[config.mk]
export PLATFORM = sky130hd
export DESIGN_NAME = dcache_ctrl
export DESIGN_NICKNAME = d
export VERILOG_FILES = /design/src/rtl/dcache_ctrl.sv
export SDC_FILE = /design/constraint.sdc
export NUM_CORES = 2
export LEC_CHECK = 0
export ABC_AREA = 0
export CAP_MARGIN = 10
export CORE_MARGIN = 2
export CORE_UTILIZATION = 45
export CTS_CLUSTER_DIAMETER = 50
export DETAILED_ROUTE_END_ITERATION = 8
export RECOVER_POWER = 50
export SETUP_SLACK_MARGIN = 0.4
export SLEW_MARGIN = 20
export SYNTH_ARGS = -nofsm -noshare
export SYNTH_HDL_FRONTEND = slang
export SYNTH_SLANG_ARGS = --single-unit
[constraint.sdc]
create_clock -name clock -period 11.86 [get_ports clock]
set_input_delay 2.372 -clock clock [delete_from_list [all_inputs] [get_ports clock]]
set_output_delay 2.372 -clock clock [all_outputs]
set_load 0.01 [all_outputs]
[src/rtl/dcache_ctrl.sv]
// rtl/dcache_ctrl.sv - Non-blocking direct-mapped dcache controller with load-miss MSHRs
// Define DCACHE_STATS_EN to add saturating hit/miss/reject counters.
module dcache_ctrl #(
  parameter int NUM_SETS = 16,
  parameter int NUM_MSHR = 4,
  parameter int TAG_W    = 5
) (
  input  logic             clock,
  input  logic             reset,
  input  logic             req_valid,
  input  logic             req_is_store,
  input  logic [31:0]      req_addr,
  input  logic [1:0]       req_size,
  input  logic [63:0]      req_wdata,
  input  logic [TAG_W-1:0] req_tag,
  output logic             req_accepted,
  output logic             resp_valid,
  output logic             resp_is_store,
  output logic [TAG_W-1:0] resp_tag,
  output logic [63:0]      resp_data,
  output logic [1:0]       mem_command,
  output logic [31:0]      mem_addr,
  output logic [63:0]      mem_wdata,
  input  logic [3:0]       mem_resp_tag,
  input  logic [3:0]       mem_data_tag,
  input  logic [63:0]      mem_data
`ifdef DCACHE_STATS_EN
  ,
  output logic [31:0]      stat_hits,
  output logic [31:0]      stat_misses,
  output logic [31:0]      stat_rejects
`endif
);
  localparam int IDX_W = $clog2(NUM_SETS);
  localparam int CT_W  = 29 - IDX_W;
  localparam int MI_W  = (NUM_MSHR > 1) ? $clog2(NUM_MSHR) : 1;
  localparam logic [1:0] CMD_NONE = 2'd0, CMD_LOAD = 2'd1, CMD_STORE = 2'd2;

  typedef enum logic [1:0] {M_INVALID, M_WAIT_ISSUE, M_WAIT_DATA} mshr_state_t;

  logic [NUM_SETS-1:0] line_valid;
  logic [CT_W-1:0]     line_tag  [NUM_SETS];
  logic [63:0]         line_data [NUM_SETS];

  mshr_state_t         m_state      [NUM_MSHR];
  mshr_state_t         m_state_next [NUM_MSHR];
  logic [28:0]         m_blk        [NUM_MSHR];
  logic [TAG_W-1:0]    m_rtag       [NUM_MSHR];
  logic [3:0]          m_mtag       [NUM_MSHR];
  // older[j][i] set means entry j was allocated before entry i
  logic [NUM_MSHR-1:0] older        [NUM_MSHR];

  logic [IDX_W-1:0] req_idx;
  logic [CT_W-1:0]  req_ctag;
  logic [28:0]      req_blk, fill_blk;
  logic             line_hit, blk_pending, mshr_free, fill, issue, cand;
  logic [MI_W-1:0]  free_idx, fill_idx, issue_idx;
  logic [7:0]       size_mask, bmask8;
  logic [63:0]      byte_mask, shifted, merged;
  logic             store_elig, store_acc, load_ok, load_hit_acc, alloc, issue_go;

  assign req_idx  = req_addr[IDX_W+2:3];
  assign req_ctag = req_addr[31:IDX_W+3];
  assign req_blk  = req_addr[31:3];
  assign fill_blk = m_blk[fill_idx];

  always_comb begin
    blk_pending = 1'b0;
    mshr_free   = 1'b0;
    free_idx    = '0;
    fill        = 1'b0;
    fill_idx    = '0;
    issue       = 1'b0;
    issue_idx   = '0;
    cand        = 1'b0;
    for (int i = NUM_MSHR - 1; i >= 0; i--) begin
      if (m_state[i] == M_INVALID) begin
        mshr_free = 1'b1;
        free_idx  = MI_W'(i);
      end else if (m_blk[i] == req_blk) begin
        blk_pending = 1'b1;
      end
      if (m_state[i] == M_WAIT_DATA && mem_data_tag != 4'd0 && m_mtag[i] == mem_data_tag) begin
        fill     = 1'b1;
        fill_idx = MI_W'(i);
      end
    end
    for (int i = 0; i < NUM_MSHR; i++) begin
      cand = (m_state[i] == M_WAIT_ISSUE);
      for (int j = 0; j < NUM_MSHR; j++)
        if (m_state[j] == M_WAIT_ISSUE && older[j][i]) cand = 1'b0;
      if (cand && !issue) begin
        issue     = 1'b1;
        issue_idx = MI_W'(i);
      end
    end

    line_hit = line_valid[req_idx] && (line_tag[req_idx] == req_ctag);
    case (req_size)
      2'd0:    size_mask = 8'h01;
      2'd1:    size_mask = 8'h03;
      2'd2:    size_mask = 8'h0F;
      default: size_mask = 8'hFF;
    endcase
    bmask8 = size_mask << req_addr[2:0];
    byte_mask = '0;
    for (int b = 0; b < 8; b++) byte_mask[b*8 +: 8] = {8{bmask8[b]}};
    shifted = req_wdata << {req_addr[2:0], 3'b000};
    merged  = ((line_hit ? line_data[req_idx] : 64'd0) & ~byte_mask) | (shifted & byte_mask);

    // A store only claims the memory port once nothing else can veto it
    store_elig   = req_valid && req_is_store && !fill && !blk_pending;
    store_acc    = store_elig && (mem_resp_tag != 4'd0);
    load_ok      = req_valid && !req_is_store && !fill && (line_hit || (mshr_free && !blk_pending));
    load_hit_acc = load_ok && line_hit;
    alloc        = load_ok && !line_hit;
    req_accepted = load_ok || store_acc;

    mem_command = CMD_NONE;
    mem_addr    = '0;
    mem_wdata   = '0;
    if (store_elig) begin
      mem_command = CMD_STORE;
      mem_addr    = {req_blk, 3'b000};
      mem_wdata   = merged;
    end else if (issue) begin
      mem_command = CMD_LOAD;
      mem_addr    = {m_blk[issue_idx], 3'b000};
    end
    issue_go = !store_elig && issue && (mem_resp_tag != 4'd0);

    for (int i = 0; i < NUM_MSHR; i++) m_state_next[i] = m_state[i];
    if (fill)     m_state_next[fill_idx]  = M_INVALID;
    if (issue_go) m_state_next[issue_idx] = M_WAIT_DATA;
    if (alloc)    m_state_next[free_idx]  = M_WAIT_ISSUE;
  end

  always_ff @(posedge clock) begin
    if (reset) begin
      for (int i = 0; i < NUM_MSHR; i++) m_state[i] <= M_INVALID;
      line_valid    <= '0;
      resp_valid    <= 1'b0;
      resp_is_store <= 1'b0;
      resp_tag      <= '0;
      resp_data     <= '0;
    end else begin
      for (int i = 0; i < NUM_MSHR; i++) m_state[i] <= m_state_next[i];
      if (fill) line_valid[fill_blk[IDX_W-1:0]] <= 1'b1;
      resp_valid    <= 1'b0;
      resp_is_store <= 1'b0;
      resp_tag      <= '0;
      resp_data     <= '0;
      if (fill) begin
        resp_valid <= 1'b1;
        resp_tag   <= m_rtag[fill_idx];
        resp_data  <= mem_data;
      end else if (load_hit_acc) begin
        resp_valid <= 1'b1;
        resp_tag   <= req_tag;
        resp_data  <= line_data[req_idx];
      end else if (store_acc) begin
        resp_valid    <= 1'b1;
        resp_is_store <= 1'b1;
        resp_tag      <= req_tag;
      end
    end
  end

  always_ff @(posedge clock) begin
    if (fill) begin
      line_tag[fill_blk[IDX_W-1:0]]  <= fill_blk[28:IDX_W];
      line_data[fill_blk[IDX_W-1:0]] <= mem_data;
    end
    if (store_acc && line_hit) line_data[req_idx] <= merged;
    if (alloc) begin
      m_blk[free_idx]  <= req_blk;
      m_rtag[free_idx] <= req_tag;
      for (int j = 0; j < NUM_MSHR; j++) begin
        older[free_idx][j] <= 1'b0;
        if (MI_W'(j) != free_idx) older[j][free_idx] <= 1'b1;
      end
    end
    if (issue_go) m_mtag[issue_idx] <= mem_resp_tag;
  end

`ifdef DCACHE_STATS_EN
  always_ff @(posedge clock) begin
    if (reset) begin
      stat_hits    <= '0;
      stat_misses  <= '0;
      stat_rejects <= '0;
    end else begin
      if (load_hit_acc && stat_hits != 32'hFFFF_FFFF) stat_hits <= stat_hits + 32'd1;
      if (alloc && stat_misses != 32'hFFFF_FFFF) stat_misses <= stat_misses + 32'd1;
      if (req_valid && !req_accepted && stat_rejects != 32'hFFFF_FFFF)
        stat_rejects <= stat_rejects + 32'd1;
    end
  end
`endif

endmodule

# Word level (Yosys, flattened, before mapping)
# Memories as Yosys holds them, arrays and structs flattened.
# Cells that the tools add are included.
[totals]
ff_bits = 87
memories = 7
input_bits = 179
mem_bits_rw = 1600
output_inout_bits = 170
word_cells = 240
[op_classes]
n_bitwise = 20
n_mux = 107
order_cmp = 11
reduce_logical = 66
n_eq_ne = 22
shift = 2
[memory_table]
columns = ["memory", "depth", "width", "read_ports", "rd_clocked_by_memory_dff", "write_ports", "line", "rtl"]
rows = [
  ["line_data", 16, 64, 1, 0, 1, "43", "logic [63:0] line_data [NUM_SETS];"],
  ["line_tag", 16, 25, 1, 0, 1, "42", "logic [CT_W-1:0] line_tag [NUM_SETS];"],
  ["m_blk", 4, 29, 6, 0, 1, "47", "logic [28:0] m_blk [NUM_MSHR];"],
  ["m_rtag", 4, 5, 1, 0, 1, "48", "logic [TAG_W-1:0] m_rtag [NUM_MSHR];"],
  ["m_mtag", 4, 4, 4, 0, 1, "49", "logic [3:0] m_mtag [NUM_MSHR];"],
  ["older", 4, 4, 4, 0, 5, "51", "logic [NUM_MSHR-1:0] older [NUM_MSHR];"],
  ["+1 memories", "--", "--", "--", "--", "--", "--", ""],
]
[op_table]
columns = ["cell", "n"]
rows = [
  ["64-bit two-way mux", 5],
  ["64-bit AND", 2],
  ["29-bit == test", 4],
  ["1-bit two-way mux", 64],
  ["32-bit two-way mux", 2],
  ["64-bit NOT", 1],
  ["64-bit OR", 1],
  ["64-bit OR reduction", 1],
  ["64-bit by 6-bit << shifter with 64-bit output", 1],
  ["1-bit logical AND", 46],
  ["2-bit two-way mux", 18],
  ["25-bit == test", 1],
  ["8-bit two-way mux", 3],
  ["8-bit one-hot mux with 3 select lines", 1],
  ["4-bit two-way mux", 5],
  ["4-bit == test", 4],
  ["16-bit OR", 1],
  ["5-bit two-way mux", 3],
  ["2-bit demux with 2-bit select", 3],
  ["2-bit by 1-bit == test with 1-bit output (second input constant)", 5],
  ["2-bit == test (second input constant)", 5],
  ["2-bit zero test", 5],
  ["4-bit by 5-bit < comparator with 1-bit output (second input constant)", 2],
  ["3-bit >= comparator (second input constant)", 3],
  ["other kinds (22)", 42],
]

# Longest topological paths before layout
# An unclocked memory read counts as a cell.
[logic_depth]
word_depth = 28
depth_mapped = 16
depth_no_buf = 10

# Worst setup path before layout
# OpenSTA, ideal clock, no wires.
[synth_timing]
kind = "input port to flip-flop"
from = "input req_addr[3]"
to = "memory line_data[8][0] (enable)"
required_time_ps = 11286
n_path_buf = 4
stages = 13
path_slack_ps = 1864
arrival_time_ps = 9421
path_cell_list = "buf_6 > buf_6 > buf_2 > mux4_2 > mux2i_1 > nand2_1 > o2111ai_1 > nand4_1 > nor4_2 > nand4_2 > buf_2 > or2_1 > o21ai_0"
[synth_via]
elab_chain_len = 17
[synth_rtl]
columns = ["element", "line", "rtl"]
rows = [
  ["from (decl)", "12", "input logic [31:0] req_addr,"],
  ["29-bit == test", "80", "end else if (m_blk[i] == req_blk) begin"],
  ["1-bit two-way mux", "80", ""],
  ["1-bit two-way mux", "77", "if (m_state[i] == M_INVALID) begin"],
  ["1-bit two-way mux", "80", ""],
  ["1-bit two-way mux", "77", ""],
  ["1-bit two-way mux", "80", ""],
  ["1-bit two-way mux", "77", ""],
  ["1-bit two-way mux", "80", ""],
  ["1-bit two-way mux", "77", ""],
  ["1-bit zero test", "112", "store_elig = req_valid && req_is_store && !fill && !blk_pending;"],
  ["1-bit logical AND", "112", ""],
  ["1-bit logical AND", "113", "store_acc = store_elig && (mem_resp_tag != 4'd0);"],
  ["1-bit logical AND", "174", "if (store_acc && line_hit) line_data[req_idx] <= merged;"],
  ["1-bit two-way mux", "174", ""],
  ["1-bit two-way mux (implied by the code)", "174", ""],
  ["64-bit OR reduction (no line)", "--", ""],
  ["4-bit two-way mux (no line) / 1-bit two-way mux (equally long branches)", "--", ""],
  ["to (decl)", "43", ""],
]
# Parallel ways exist; a longest one is shown, timed or not. The select of a mux whose other input is x is not followed.

# Final worst setup path
[layout_timing]
from = "input req_addr[6]"
to = "memory line_data[0][47], data pin"
[layout_via]
elab_chain_len = 17
[layout_rtl]
columns = ["element", "line"]
rows = [
  ["29-bit == test", "80"],
  ["1-bit two-way mux", "80"],
  ["1-bit two-way mux", "77"],
  ["1-bit two-way mux", "80"],
  ["1-bit two-way mux", "77"],
  ["1-bit two-way mux", "80"],
  ["1-bit two-way mux", "77"],
  ["1-bit two-way mux", "80"],
  ["1-bit two-way mux", "77"],
  ["1-bit zero test", "112"],
  ["1-bit logical AND", "112"],
  ["1-bit logical AND", "113"],
  ["1-bit logical AND", "174"],
  ["1-bit two-way mux", "174"],
  ["1-bit two-way mux (implied by the code)", "174"],
  ["64-bit OR reduction (no line)", "--"],
  ["64-bit two-way mux (no line) *", "--"],
]
# Mark *: on every way between the ends. The rest lies on a longest branch, timed or not. The select of a mux whose other input is x is not followed.

==> impl_results.md <==
* Status: complete, but fails checks
* Failing checks: max-capacitance violations, max-slew violations
* Cell internal pwr at approximately 10 mW
* Min Tclk post-route at 10.66 ns
* First-pass GRT wire length at approximately 300 mm
* Post-synth EDFFs at 1576
* CP endpoint kind: flop
* Peak supply drop at 0.000142 V
* Sw Share at 23.1%
* Vias per cell at 6.16
* Combinational power share at 6.9%
* Clock-pin slew on the worst setup and hold paths at 0.06 ns
* Most common cell after layout, fill and taps aside: edfxtp_1
* CTS tree: done
* Post-Syn Area at between 70000 and 80000 um2
* Unrepaired setup endpoints after global routing: false
* Final ANT Viol Nets at 0
* Ranking of synthesized cells by area: edfxtp_1, mux4_2, dfxtp_1
* DR DRC count at 0
* Routed length per instance at between 30 and 40 um
* Sequential power share at 49.5%
* CP peak stage delay at 2.51 ns
* Max_cap viols at 32
* Vias in the first global route at 41000
* Clock Path Buffers at 3
* CP bufs+invs at 4
* H-tree depth at 4
* Flops & latches, synth at 1687
* Gp weighted congestion at 0.951
* # clock sinks at approximately 1700
* Psw at ~3.1 mW
* Setup TNS Final at 0 ns
* CTS Hold Bufs at 0
* Main synth FF type: edfxtp_1
* Post-synthesis sequential area ratio at 69.9%
* Nets at roughly 4700
* Ys Warns at 0
* Dpl cells at 6358
* Worst path slowest cell: nor2_1
* Final Setup Violations at 0
* Largest net degree at the start of global routing at 97
* Skew final at about 0.049 ns
* Worst-Skew Late Latency at 0.83 ns
* Worst Hold Class: reg2reg
* Via count at 41300
* Setup CP Type: in2reg
* Syn Area/Cell at 17.2 um2
* Post-Layout Cell Count at 6715
* Pwr dens at 160 nW/um2
* Die width at about 400 um
* Crit path arrival time at 11.10 ns
* Die height at 401 um
* Most frequent CP cell: buf_4
* Die area at 161000 um2
* Most frequent cells in the layout: edfxtp_1, mux4_2, nand2_1, clkdlybuf4s50_1, clkbuf_16
* Yosys cell types at 72
* Final Hold Vio Count at 0
* Share of cells above drive strength 1 at 18.8%
* Leakage at 27.0 nW
* Port buffer count at 345
* Setup repair bufs after CTS at 0
* Routed WL at around 210 mm
* CP delay by family, top: buffers and inverters
* Worst slew margin at -143%
* # IOs at 349
* GRT overflow at 0
* Synth area leader: edfxtp_1
* Core region area at 156000 um2
* Final worst-path cycle share at around nine tenths
* GRT Util Overall at 26.0%
* Rows at 145
* Total CTS buffers at 188
* Initial antenna violation count at 16
* Post-synth ARST share at 0%
* Starting Density at a little under half
* CTS root buffer: clkbuf_16
* Detailed Route Iter0 Violations at 4985
* Pins Over Slew Limit at between 800 and 900
* Area delta synth->final at 16.8%
* Final core occ at 52.9%
* Synthesized instance count at 4125
* Fmax at 93.8 MHz
* Synth top area share at 66.7%
* Crit Path Max Fanout at 48
* Pwr Total at approximately 13 mW
* CP Cell Sequence: clkbuf_1, buf_4, xor2_1, nor4_1, nand4_1, o22ai_1, nor4_1, buf_4, nand2b_1, nor2_1, buf_4, mux2_1
* DP HPWL at 130 mm
* CP startpoint kind: input port
* Critical Path RT at 12.30 ns
* PostCTS Resize Cnt at 0
* Hold Worst Slack at 0.447 ns
* Drt pass-1 iters at 6
* Clock group share of total power at around 44%
* Worst-margin pin slew at 3.64 ns
-- tightest hold or removal path, cell delays in order, from the launching register on --
cell and delay, ns:
dfxtp_1 0.30, inv_1 0.04, a21oi_1 0.05
-- final timing paths --
| kind | startpoint | to | slack (ns) | depth (start not counted) |
|---|---|---|---|---|
| max | req_addr[6] | line_data[0][47]$_DFFE_PP_ | 1.20 | 12 |
| min | line_valid[8]$_SDFFE_PP0N_ | line_valid[8]$_SDFFE_PP0N_ | 0.45 | 2 |
| max reg2reg | m_mtag[2][1]$_DFFE_PP_ | line_data[0][47]$_DFFE_PP_ | 3.52 | 11 |
| min reg2reg | line_valid[8]$_SDFFE_PP0N_ | line_valid[8]$_SDFFE_PP0N_ | 0.45 | 2 |
-- layer usage --
metal | share of wire [%] | global-route usage [%] | vias to the layer above | routed length, um
met5 | 0.018 | 0 | - | 39
met4 | 3.2 | 8.44 | 6 | 6810
met3 | 8.4 | 4.56 | 382 | 17800
met2 | 48 | 42.0 | 2098 | 101000
met1 | 40 | 36.0 | 21600 | 85600
li1 | - | - | 17200 | -
-- cell usage after synthesis, drive strengths merged (8+ instances only) --
cell type  number
a222oi         32
nand4          16
buf           121
a22oi          33
xor2          138
nand2         392
o21a           46
mux2           85
a221oi         17
or3            15
dfxtp         111
a211oi         19
nor3           16
or2            15
o221ai         24
o22ai          23
nand3          87
and3           10
nor2b          28
mux2i         143
nand2b         18
o211ai          8
xnor2          23
nor2          171
mux4          396
a21oi          62
edfxtp       1576
o22a            8
a22o           24
nor4           41
inv            28
clkbuf        155
and2           11
o21ai         150
-- through the flow --
step / instance area (um2) / setup WS [ns]
global placement: 76800 / 2.06
finish: 82800 / 1.20
global route: 82800 / 0.885
detailed placement: 76800 / 1.93
CTS: 83000 / 1.90
floorplan: 70900 / 1.86
-- registers in the layout, summed over array words and instances, names as in the netlist --
name           cells
line_data       1024
line_tag         400
m_blk            116
resp_data         64
m_rtag            20
line_valid        16
m_mtag            16
older             16
m_state            8
resp_tag           5
resp_is_store      1
resp_valid         1
-- cells by family after synthesis --
kind of cell / Yosys count / synth area share [%]
DFF: 1687 / 69.9
xor gates and xnor gates: 161 / 1.99
AOI/OAI and AO/OA: 504 / 4.88
buffers and inverters: 308 / 1.95
and+or+nand+nor: 840 / 5.36
other: 1 / 0.00529
muxes: 624 / 16.0
-- power groups by stage --
stage / Sequential (mW) / Clock (mW) / Combinational [mW]
2_1_floorplan: 6.67 / 0 / 0.539
3_3_place_gp: 6.67 / 0 / 0.912
3_5_place_dp: 6.67 / 0 / 0.917
4_1_cts: 6.55 / 5.84 / 0.921
5_1_grt: 6.55 / 6.08 / 0.972
6_report: 6.55 / 5.77 / 0.920
-- cell type report --
class / count / area, um2
Fill cell: 12600 / 73600
Sequential cell: 1687 / 49500
Antenna cell: 6 / 15.0
Timing Repair Buffer: 451 / 4190
Clock buffer: 239 / 5000
Tap cell: 2058 / 2570
Multi-Input combinational cell: 2132 / 20200
Inverter: 32 / 129
Clock inverter: 110 / 1160
Note: power is estimated with default switching activity, not from simulation.
